File: src/rtl/hdc_pkg.sv
// Shared types and default sizes for the HDC quantized-HV datapath.
// Consumed by the collector and its bank storage.
package hdc_pkg;

    localparam int SEG_W_DEF           = 64;
    localparam int SEQ_CYCLE_COUNT_DEF = 4;

    // Slot index width, never narrower than one bit.
    function automatic int idx_width(input int n);
        return (n > 1) ? $clog2(n) : 1;
    endfunction

    localparam int IDX_W_DEF = idx_width(SEQ_CYCLE_COUNT_DEF);

    typedef logic [IDX_W_DEF-1:0] seg_idx_t;

    typedef enum logic {
        W_IDLE = 1'b0,
        W_FILL = 1'b1
    } wstate_t;

endpackage

File: src/rtl/qhv_bank.sv
// One HV-wide storage bank: writes a single segment slot per cycle,
// applying the pruning mask slice at write time.
module qhv_bank
    import hdc_pkg::*;
#(
    parameter int  SEG_W           = SEG_W_DEF,
    parameter int  SEQ_CYCLE_COUNT = SEQ_CYCLE_COUNT_DEF,
    localparam int HV_W            = SEG_W * SEQ_CYCLE_COUNT,
    localparam int IDX_W           = idx_width(SEQ_CYCLE_COUNT)
) (
    input  logic             clk,
    input  logic             nrst,
    input  logic             we,
    input  logic [IDX_W-1:0] idx,
    input  logic [SEG_W-1:0] seg_data,
    input  logic [HV_W-1:0]  prune_mask,
    output logic [HV_W-1:0]  hv
);

    // NOTE: the bank is cleared by reset because hv_out must read zero out of reset;
    // a plain RAM without reset would leave X on the output until first fill.
    always_ff @(posedge clk or negedge nrst) begin
        if (!nrst) begin
            hv <= '0;
        end else if (we) begin
            hv[idx*SEG_W +: SEG_W] <= seg_data & prune_mask[idx*SEG_W +: SEG_W];
        end
    end

endmodule

File: src/rtl/qhv_collector.sv
// Collects quantized HV segments into a two-bank ping-pong buffer and
// hands complete, pruned HVs to the similarity stage over valid/ready.
module qhv_collector
    import hdc_pkg::*;
#(
    parameter int  SEG_W           = SEG_W_DEF,
    parameter int  SEQ_CYCLE_COUNT = SEQ_CYCLE_COUNT_DEF,
    localparam int HV_W            = SEG_W * SEQ_CYCLE_COUNT,
    localparam int IDX_W           = idx_width(SEQ_CYCLE_COUNT)
) (
    input  logic             clk,
    input  logic             nrst,
    input  logic             en,
    input  logic             seg_valid,
    input  logic [IDX_W-1:0] seg_idx,
    input  logic [SEG_W-1:0] seg_data,
    input  logic             map_done,
    input  logic [HV_W-1:0]  prune_mask,
    output logic [HV_W-1:0]  hv_out,
    output logic             hv_valid,
    input  logic             hv_ready,
    output logic             busy,
    output logic             err_seq
);

    localparam logic [IDX_W-1:0] LAST_IDX  = IDX_W'(SEQ_CYCLE_COUNT - 1);
    localparam logic [IDX_W:0]   SLOT_CNT  = (IDX_W + 1)'(SEQ_CYCLE_COUNT);

    wstate_t                    state, state_nxt;
    logic                       wb, wb_nxt;
    logic                       rb, rb_nxt;
    logic [1:0]                 full, full_nxt;
    logic [IDX_W-1:0]           exp_idx, exp_idx_nxt;
    logic [SEQ_CYCLE_COUNT-1:0] rcvd, rcvd_nxt;
    logic                       err_nxt;
    logic                       seg_we;
    logic                       idx_ok;
    logic                       pop;
    logic [HV_W-1:0]            bank_hv [2];

    assign idx_ok = ({1'b0, seg_idx} < SLOT_CNT);
    assign pop    = full[rb] & hv_ready;

    // NOTE: every signal assigned here gets a default first, so no path leaves it
    // unassigned and no latch is inferred.
    always_comb begin
        state_nxt   = state;
        wb_nxt      = wb;
        rb_nxt      = rb;
        full_nxt    = full;
        exp_idx_nxt = exp_idx;
        rcvd_nxt    = rcvd;
        err_nxt     = err_seq;
        seg_we      = 1'b0;

        // Pop is independent of en so the consumer can always drain.
        if (pop) begin
            full_nxt[rb] = 1'b0;
            rb_nxt       = ~rb;
        end

        if (en) begin
            if (seg_valid) begin
                if (map_done || full[wb] || !idx_ok) begin
                    err_nxt = 1'b1;
                end else begin
                    seg_we             = 1'b1;
                    rcvd_nxt[seg_idx]  = 1'b1;
                    exp_idx_nxt        = (exp_idx == LAST_IDX) ? '0 : exp_idx + IDX_W'(1);
                    state_nxt          = W_FILL;
                    if (seg_idx != exp_idx) begin
                        err_nxt = 1'b1;
                    end
                end
            end

            if (map_done) begin
                rcvd_nxt    = '0;
                exp_idx_nxt = '0;
                state_nxt   = W_IDLE;
                if (state == W_FILL && (&rcvd) && !full[wb]) begin
                    full_nxt[wb] = 1'b1;
                    wb_nxt       = ~wb;
                end else begin
                    err_nxt = 1'b1;
                end
            end
        end
    end

    // NOTE: sequential state uses non-blocking assignments so every register
    // samples the pre-edge values computed above.
    always_ff @(posedge clk or negedge nrst) begin
        if (!nrst) begin
            state   <= W_IDLE;
            wb      <= 1'b0;
            rb      <= 1'b0;
            full    <= '0;
            busy    <= 1'b0;
            exp_idx <= '0;
            rcvd    <= '0;
            err_seq <= 1'b0;
        end else begin
            state   <= state_nxt;
            wb      <= wb_nxt;
            rb      <= rb_nxt;
            full    <= full_nxt;
            busy    <= &full_nxt;
            exp_idx <= exp_idx_nxt;
            rcvd    <= rcvd_nxt;
            err_seq <= err_nxt;
        end
    end

    for (genvar b = 0; b < 2; b++) begin : g_bank
        qhv_bank #(
            .SEG_W           (SEG_W),
            .SEQ_CYCLE_COUNT (SEQ_CYCLE_COUNT)
        ) u_bank (
            .clk        (clk),
            .nrst       (nrst),
            .we         (seg_we && (wb == 1'(b))),
            .idx        (seg_idx),
            .seg_data   (seg_data),
            .prune_mask (prune_mask),
            .hv         (bank_hv[b])
        );
    end

    assign hv_valid = full[rb];
    assign hv_out   = bank_hv[rb];

endmodule

File: config.mk
export PLATFORM = sky130hd
export DESIGN_NAME = qhv_collector
export DESIGN_NICKNAME = d
export VERILOG_FILES = /design/src/rtl/hdc_pkg.sv /design/src/rtl/qhv_bank.sv /design/src/rtl/qhv_collector.sv
export SDC_FILE = /design/constraint.sdc
export NUM_CORES = 1
export LEC_CHECK = 0
export CAP_MARGIN = 10
export CORE_ASPECT_RATIO = 0.7
export CORE_UTILIZATION = 30
export DETAILED_ROUTE_END_ITERATION = 7
export GPL_TIMING_DRIVEN = 0
export PLACE_DENSITY = 0.58
export SLEW_MARGIN = 20
export SYNTH_ARGS = -nofsm -noshare
export SYNTH_HDL_FRONTEND = slang
export SYNTH_SLANG_ARGS = --single-unit
File: constraint.sdc
create_clock -name clk -period 2.6 [get_ports clk]
set_input_delay 0.39 -clock clk [delete_from_list [all_inputs] [get_ports clk]]
set_output_delay 0.39 -clock clk [all_outputs]
set_load 0.005 [all_outputs]
==> results of run 1 <==
## timing repair
action | CTS | global route
hold buffers | 1 | 0
gates cloned | 13 | 2
gates resized for setup | 1014 | 138
buffers inserted | 96 | 9
setup endpoints to repair | 767 | 536
pin swaps | 1 | 0
endpoints found under the hold margin | 87 | 0
## registers in the layout, summed over array words and instances, names as in the netlist
| name | count |
|---|---|
| rcvd | 4 |
| wb | 1 |
| rb | 1 |
| g_bank.u_bank.hv | 512 |
| err_seq | 1 |
| full | 2 |
| state | 1 |
| busy | 1 |
| exp_idx | 2 |
## metrics by stage
step / worst slack [ps] / hold slack (ps) / total power [uW] / utilization [%] / std cells
after global routing: -173 / 469 / 21400 / 44.6 / 4019
final: -116 / 413 / 20700 / 44.6 / 4019
after floorplan: 216 / 94.4 / 9860 / - / 2167
after detailed placement: -1730 / 453 / 11500 / 40.0 / 3803
after CTS: -220 / 420 / 20800 / 44.7 / 4007
after global placement: -20920 / 455 / 11500 / 39.8 / 3797
## layout make-up
| type | instances | area share (%) |
|---|---|---|
| inverter | 9 | 0.0980 |
| clock inverter | 23 | 0.838 |
| multi-input combinational | 1476 | 29.0 |
| buffer | 153 | 3.72 |
| tap | 1044 | 3.79 |
| sequential | 525 | 38.1 |
| clock buffer | 77 | 4.59 |
| antenna | 1 | 0.00726 |
| timing repair buffer | 711 | 19.8 |
## final timing paths
check	endpoint	slack, ps	depth (start not counted)
hold / removal	g_bank[0].u_bank.hv[250]$_DFFE_PN0P_	410	2
setup reg to reg	g_bank[0].u_bank.hv[213]$_DFFE_PN0P_	120	6
max in group asynchronous	g_bank[0].u_bank.hv[213]$_DFFE_PN0P_	300	5
hold reg to reg	g_bank[0].u_bank.hv[87]$_DFFE_PN0P_	470	2
min in group clk	g_bank[0].u_bank.hv[87]$_DFFE_PN0P_	470	2
setup / recovery	hv_out[149]	-120	7
## power breakdown
| part | switching [uW] | internal, uW |
|---|---|---|
| combinational | 1700 | 2160 |
| clock | 3400 | 4830 |
| sequential | 146 | 8430 |
## Yosys cell counts (all sizes together), types with 2 or more instances
cell,number,area (um2)
or4b,5,50.1
nor2,2,7.51
buf,19,136
nand2b,5,31.3
or2,4,25.0
xor2,2,17.5
or4,2,15.0
o21ai,515,2800
nand4b,4,35.0
mux2,259,2920
a21oi,7,35.0
dfrtp,525,13100
and2,2,12.5
o22ai,6,37.5
mux2i,2,20.0
ha,6,75.1
mux4,64,1440
inv,9,33.8
nand2,581,2180
clkbuf,138,518
## kinds of logic (layout without fill, tap and decap cells)
family / after synthesis / count (layout) / synth area share [%]
buf+inv: 166 / 973 / 2.92
other cells: 0 / 1 / 0
flops: 525 / 525 / 55.7
simple gates: 610 / 610 / 10.1
xor+xnor: 3 / 3 / 0.111
mux: 325 / 325 / 18.5
fa+ha+maj: 6 / 6 / 0.318
compound gates: 532 / 532 / 12.3
## layer usage
| layer | GRT usage (%) | wire (um) | vias to the layer above |
|---|---|---|---|
| met3 | 4.18 | 5780 | 102 |
| met4 | 4.99 | 1710 | 0 |
| li1 | - | - | 9028 |
| met2 | 37.1 | 43600 | 651 |
| met5 | 0 | 0 | - |
| met1 | 30.6 | 39800 | 10400 |
## critical path: stages, from the launching register on
cell and delay (ps):
dfrtp_4 490, buf_12 160, clkbuf_16 210, clkbuf_16 170
buf_6 120, buf_6 110, mux2_4 330, buf_6 120
==> results.md, run 1 <==
* DRT Pass-1 Iters at 5
* Mean Syn Cell Area at about 11 um2
* HPWL after DPL at around 64000 um
* Top_reg_cell synth: dfrtp_1
* RSZ-0062 raised after global routing: yes
* Fin nets at roughly 3300
* Vias at ~20000
* Outcome: finished with violations
* Hold crit path type: in -> async
* Post-Syn Area at 23600 um2
* Period utilization at 104%
* Clock Tree Buf Depth at 3
* Footprint of the multi-input gates at 10000 um2
* Tmin final at 2720 ps
* Initial Utilization at 30.5%
* CP Data Required Time at 2210 ps
* ANT nets after route at 0
* Leading cell types in the layout, fill and taps excluded: 576 x nand2_1, 524 x dfrtp_1, 431 x o21ai_0
* R2r startpoint: full[0]$_DFF_PN0_
* Sequential cell area at 13100 um2
* Most common cell after layout, fill and taps aside: nand2_1
* Via/cell ratio at 5.01
* Chip width at 337 um
* Rows at 85
* P_leak at roughly 0.016 uW
* Sequential area share after synthesis at 55.7%
* Largest net degree at the start of global routing at between 100 and 150
* # clock sinks at 525
* Initial antenna violation count at 5
* Critical path fanouts, max at 9
* Crit Path Category: reg -> out
* Placed Area at 31000 um2
* Die area at about 80000 um2
* Pwr dens at roughly 600 nW/um2
* Total Neg Setup Slack at -4710 ps
* Total Wirelength at 90900 um
* Clock-pin transition on the worst setup and hold timing paths at 60 ps
* Seq cells post-synth at 525
* Yosys warning count at 0
* Total track usage at about 22%
* Final instance area at 34500 um2
* Setup violators final at slightly above 70
* Clock root cell: clkbuf_16
* Final worst slack at -116 ps
* Worst vdd ir at between 0.0004 and 0.0005 V
* CP Launch Type: flop
* Async SR Flop Fraction at 100%
* Fill count at 7180
* Clk_skew at 9.12 ps
* Wire per inst at ~23 um
* Worst slew pin tran at 714 ps
* H-tree depth at 2
* Worst setup path startpoint: rb$_DFFE_PN0N_
* Max-Slew Margin vs Limit at 52.4%
* Worst skew pair latency at around 600 ps
* GRT overflow at 0
* Die H at 237 um
* Final count of pins violating max slew at 0
* Iteration-0 DRC Markers at 1339
* Layout cells sized above 1 at 29.4%
* Violations in the final reports: negative setup slack
* Fin. Hold Viols at 0
* TritonCTS clock tree: done
* Clock buffer count from CTS at 54
* Port Buffers at 586
* Synth Net Count at roughly 2500
* Area Overhead vs Synth at 46.1%
* DR DRC count at 0
* Max Clk Rate at 0.368 GHz
* I/O pin count at 587
* Number of synthesized flops with an enable pin at 0
* Global-route wire length before repair at 134000 um
* Routability-driven placement congestion ratio at 0.845
* Synth cell types at 36
* Max_cap viols at 0
* Arrival time at the worst endpoint at about 2300 ps
* Mapped Cells at 2167
* Worst setup EP type: output port
* Number of global-route vias before repair at 21000
* Core ar. at 77300 um2
Note: power is estimated with default switching activity, not from simulation.
==> run 2, diff against run 1 <==
PLACE_DENSITY = 0.57   (was 0.58)
SYNTH_HIERARCHICAL = 1   (was unset)
==> run 2 against run 1 <==
  * The flow still finishes with violations (negative setup slack)
  * Clock power rose by 3.3%
  * Global-route usage up 2.3 points
  * Die area grew 18%
  * Maximum frequency is 1.3% higher
  * Register-to-register slack lost 40 ps
  * Critical path type unchanged
==> results.md, run 2 <==
* Crit Path Category: reg -> out
* Count leader, synth: dfrtp_1
* Area leader, netlist: dfrtp_1
* Async SR Flop Fraction at 100% (unchanged)
* Die H at 257 um (+8.4%)
* Fill count at 8410 (+17%)
* Clock Tree Buf Depth at 3 (unchanged)
* Synth Net Count at 2543 (+1.7%)
* Setup violators final at 19 (-73%)
* Tot Pwr at 21000 uW (+1.6%)
* Worst slew pin tran at 875 ps (+160 ps)
* Clk_skew at 14.1 ps (+4.99 ps)
* Layout cells sized above 1 at 29.6% (+0.27 points)
* ANT nets after route at 0 (unchanged)
* Final count of pins violating max slew at 0 (unchanged)
* DRT Pass-1 Iters at 5 (unchanged)
* Slowest CP cell: dfrtp_2
* Top reg by flops: g_bank.u_bank/hv
* HPWL after DPL at 86300 um (+35%)
* Max reg flops at 512 (unchanged)
* Worst setup path startpoint: rb$_DFFE_PN0N_
* Pwr dens at 539 nW/um2 (-10%)
* Worst skew pair latency at 620 ps (+20 ps)
* Arrival time at the worst endpoint at 2290 ps (-40 ps)
* TritonCTS clock tree: done
* Largest regs: g_bank.u_bank/hv (512), rcvd (4)
* Number of global-route vias before repair at 24100 (+15%)
* Mean Syn Cell Area at 12.6 um2 (+16%)
* Critical path fanouts, max at 7 (-2)
* Iteration-0 DRC Markers at 1622 (+21%)
* Max-Slew Margin vs Limit at 41.7% (-11 points)
* Largest net degree at the start of global routing at 103 (-3.7%)
* Tmin final at 2680 ps (-34.1 ps)
* Slowest stage delay, CP at 440 ps (-50 ps)
* Violations in the final reports: negative setup slack
* Outcome: finished with violations
* Placed insts at 4017 (+5.6%)
* Synth top cells by count: 525 x dfrtp_1, 513 x a22o_1, 257 x mux2_2, 257 x mux2i_1, 142 x nand2_1
* Number of synthesized flops with an enable pin at 0 (unchanged)
* Global-route wire length before repair at 173000 um (+29%)
* Via/cell ratio at 5.52 (+10%)
* Placed Area at 35300 um2 (+14%)
* Synth top area cells: dfrtp_1 47%, a22o_1 16%, mux2_2 10%
* Fin. Hold Viols at 0 (unchanged)
* Post-Syn Area at 27800 um2 (+18%)
* Yosys warning count at 6 (+6)
* Final instance area at 38900 um2 (+13%)
* CP Data Required Time at 2210 ps (about the same)
* Mapped Cells at 2204 (+1.7%)
* DR DRC count at 0 (unchanged)
* Sequential area share after synthesis at 47.3% (-8.4 points)
* H-tree depth at 2 (unchanged)
* P_leak at 0.0198 uW (+24%)
* Chip width at 366 um (+8.4%)
* Synth cell types at 38 (+5.6%)
* Synth top area share at 47.3% (-8.4 points)
* Final worst slack at -82.0 ps (+34.1 ps)
* R2R Setup Slk at 80 ps (-40 ps)
* Top_reg_cell synth: dfrtp_1
* CP Capture Point: hv_out[41]
* Total Neg Setup Slack at -721 ps (+3990 ps)
* Hold Crit Start: seg_idx[1]
* Total track usage at 24.8% (+2.3 points)
* Total Wirelength at 122000 um (+34%)
* Core ar. at 90800 um2 (+17%)
* Area Overhead vs Synth at 40.2%
* Die area at 93800 um2 (+18%)
* Clock root cell: clkbuf_16
* GRT overflow at 0 (unchanged)
* R2r startpoint: wb$_DFFE_PN0P_
* Max Clk Rate at 0.373 GHz (+1.3%)
* I/O pin count at 587 (unchanged)
* Rows at 92 (+8.2%)
* Clock-pin transition on the worst setup and hold timing paths at 60 ps (about the same)
* RSZ-0062 raised after global routing: yes
* Seq cells post-synth at 525 (unchanged)
* Initial Utilization at 30.6% (+0.060 points)
* Most common cell after layout, fill and taps aside: dfrtp_1
* Place WS at -1770 ps (-39.3 ps)
* Initial antenna violation count at 4 (-1)
* Max_cap viols at 0 (unchanged)
* Vias at 23300 (+16%)
* Worst vdd ir at 0.000507 V (+10%)
* Routability-driven placement congestion ratio at 0.875 (+3.5%)
* Leading cell types in the layout, fill and taps excluded: 524 x dfrtp_1, 513 x a22o_1, 336 x clkdlybuf4s50_1
* Fin nets at 3287 (+0.70%)
* R2r endpoint: g_bank[1].u_bank/hv[104]$_DFFE_PN0P_
* Worst-path cell chain: buf_12, buf_12, buf_16, buf_6, buf_12, buf_6, mux2_4, buf_6
* Post-Layout Cell Count at 4216 (+4.9%)
* Worst setup EP type: output port
* Hold crit path type: in -> reg
* Clock buffer count from CTS at 54 (unchanged)
* Period utilization at 103% (-1.3 points)
* Wire per inst at 28.8 um (+27%)
* CP Launch Type: flop
* Port Buffers at 586 (unchanged)
* Reg2reg path depth at 9 (+3)
* # clock sinks at 525 (unchanged)
-- run 2: cell types whose count changed after synthesis, moves of 84 or more --
cell and change:
a22o_1 +513, nand2b_1 +123, nand2_1 -439, o22ai_2 +128, o21ai_0 -436, buf_2 +84, mux2i_1 +255
-- run 2: area by class of cell --
| type | count | area (um2) | share of cell area [%] |
|---|---|---|---|
| tap | 1222 | 1530 | 3.93 |
| antenna | 3 | 7.51 | 0.0193 |
| sequential | 525 | 13100 | 33.7 |
| multi-input combinational | 1477 | 13700 | 35.2 |
| clock buffer | 70 | 1510 | 3.88 |
| timing repair buffer | 692 | 6830 | 17.5 |
| clock inverter | 29 | 398 | 1.02 |
| buffer | 190 | 1790 | 4.59 |
| inverter | 8 | 30.0 | 0.0771 |
-- run 2: cell families (layout without fill, tap and decap cells) --
family / count (synthesis) / in the layout / synth area share (%)
adders and majority gates: 11 / 11 / 0.495
other: 0 / 3 / 0
muxes: 515 / 515 / 19.8
and+or+nand+nor: 291 / 291 / 5.42
xor gates and xnor gates: 3 / 3 / 0.0946
buffers and inverters: 202 / 989 / 4.57
AOI/OAI and AO/OA: 657 / 657 / 22.4
DFF: 525 / 525 / 47.3
-- run 2: worst min path at each step --
stage | endpoint | slack, ps | depth (start not counted)
after floorplan | busy$_DFF_PN0_ | 90 | 0
after global placement | rcvd[0]$_DFFE_PN0P_ | 450 | 2
after detailed placement | g_bank[1].u_bank/hv[188]$_DFFE_PN0P_ | 370 | 1
after CTS | rcvd[2]$_DFFE_PN0P_ | 310 | 3
after global routing | rcvd[0]$_DFFE_PN0P_ | 270 | 2
final | rcvd[0]$_DFFE_PN0P_ | 310 | 2
-- run 2: timing repair --
| action | 4_1_cts | 5_1_grt |
|---|---|---|
| resized for setup | 576 | 359 |
| cloned | 6 | 4 |
| hold buffers | 1 | 0 |
| pin swaps | 1 | 5 |
| buffers inserted | 40 | 59 |
| endpoints found under the setup margin | 769 | 719 |
| hold endpoints to repair | 60 | 0 |
-- run 2: where the power goes --
part	total, uW	leakage, uW	internal [uW]	switching [uW]
Clock	8500	0.000920	5000	3500
Sequential	8540	0.00729	8400	138
Combinational	3960	0.0116	1980	1970
Total	21000	0.0198	15400	5620
-- run 2: per-layer routing --
layer / global-route usage [%] / share of wire [%]
met2: 40.6 / 47
met5: 0 / 0.0091
met1: 33.8 / 45
met3: 4.30 / 5.7
met4: 6.61 / 2.5
-- run 2: through the flow --
| stage | utilization, % | hold WS (ps) |
|---|---|---|
| 2_1_floorplan | - | 94.4 |
| 3_3_place_gp | 38.7 | 454 |
| 3_5_place_dp | 38.9 | 375 |
| 4_1_cts | 42.3 | 306 |
| 5_1_grt | 42.9 | 273 |
| 6_report | 42.9 | 305 |
-- run 2: worst max-delay path: cells and delay by family, from the launching register on --
family / cells / cell delay, ps
multiplexers: 1 / 300
flip-flops: 1 / 440
buffers and inverters: 7 / 920
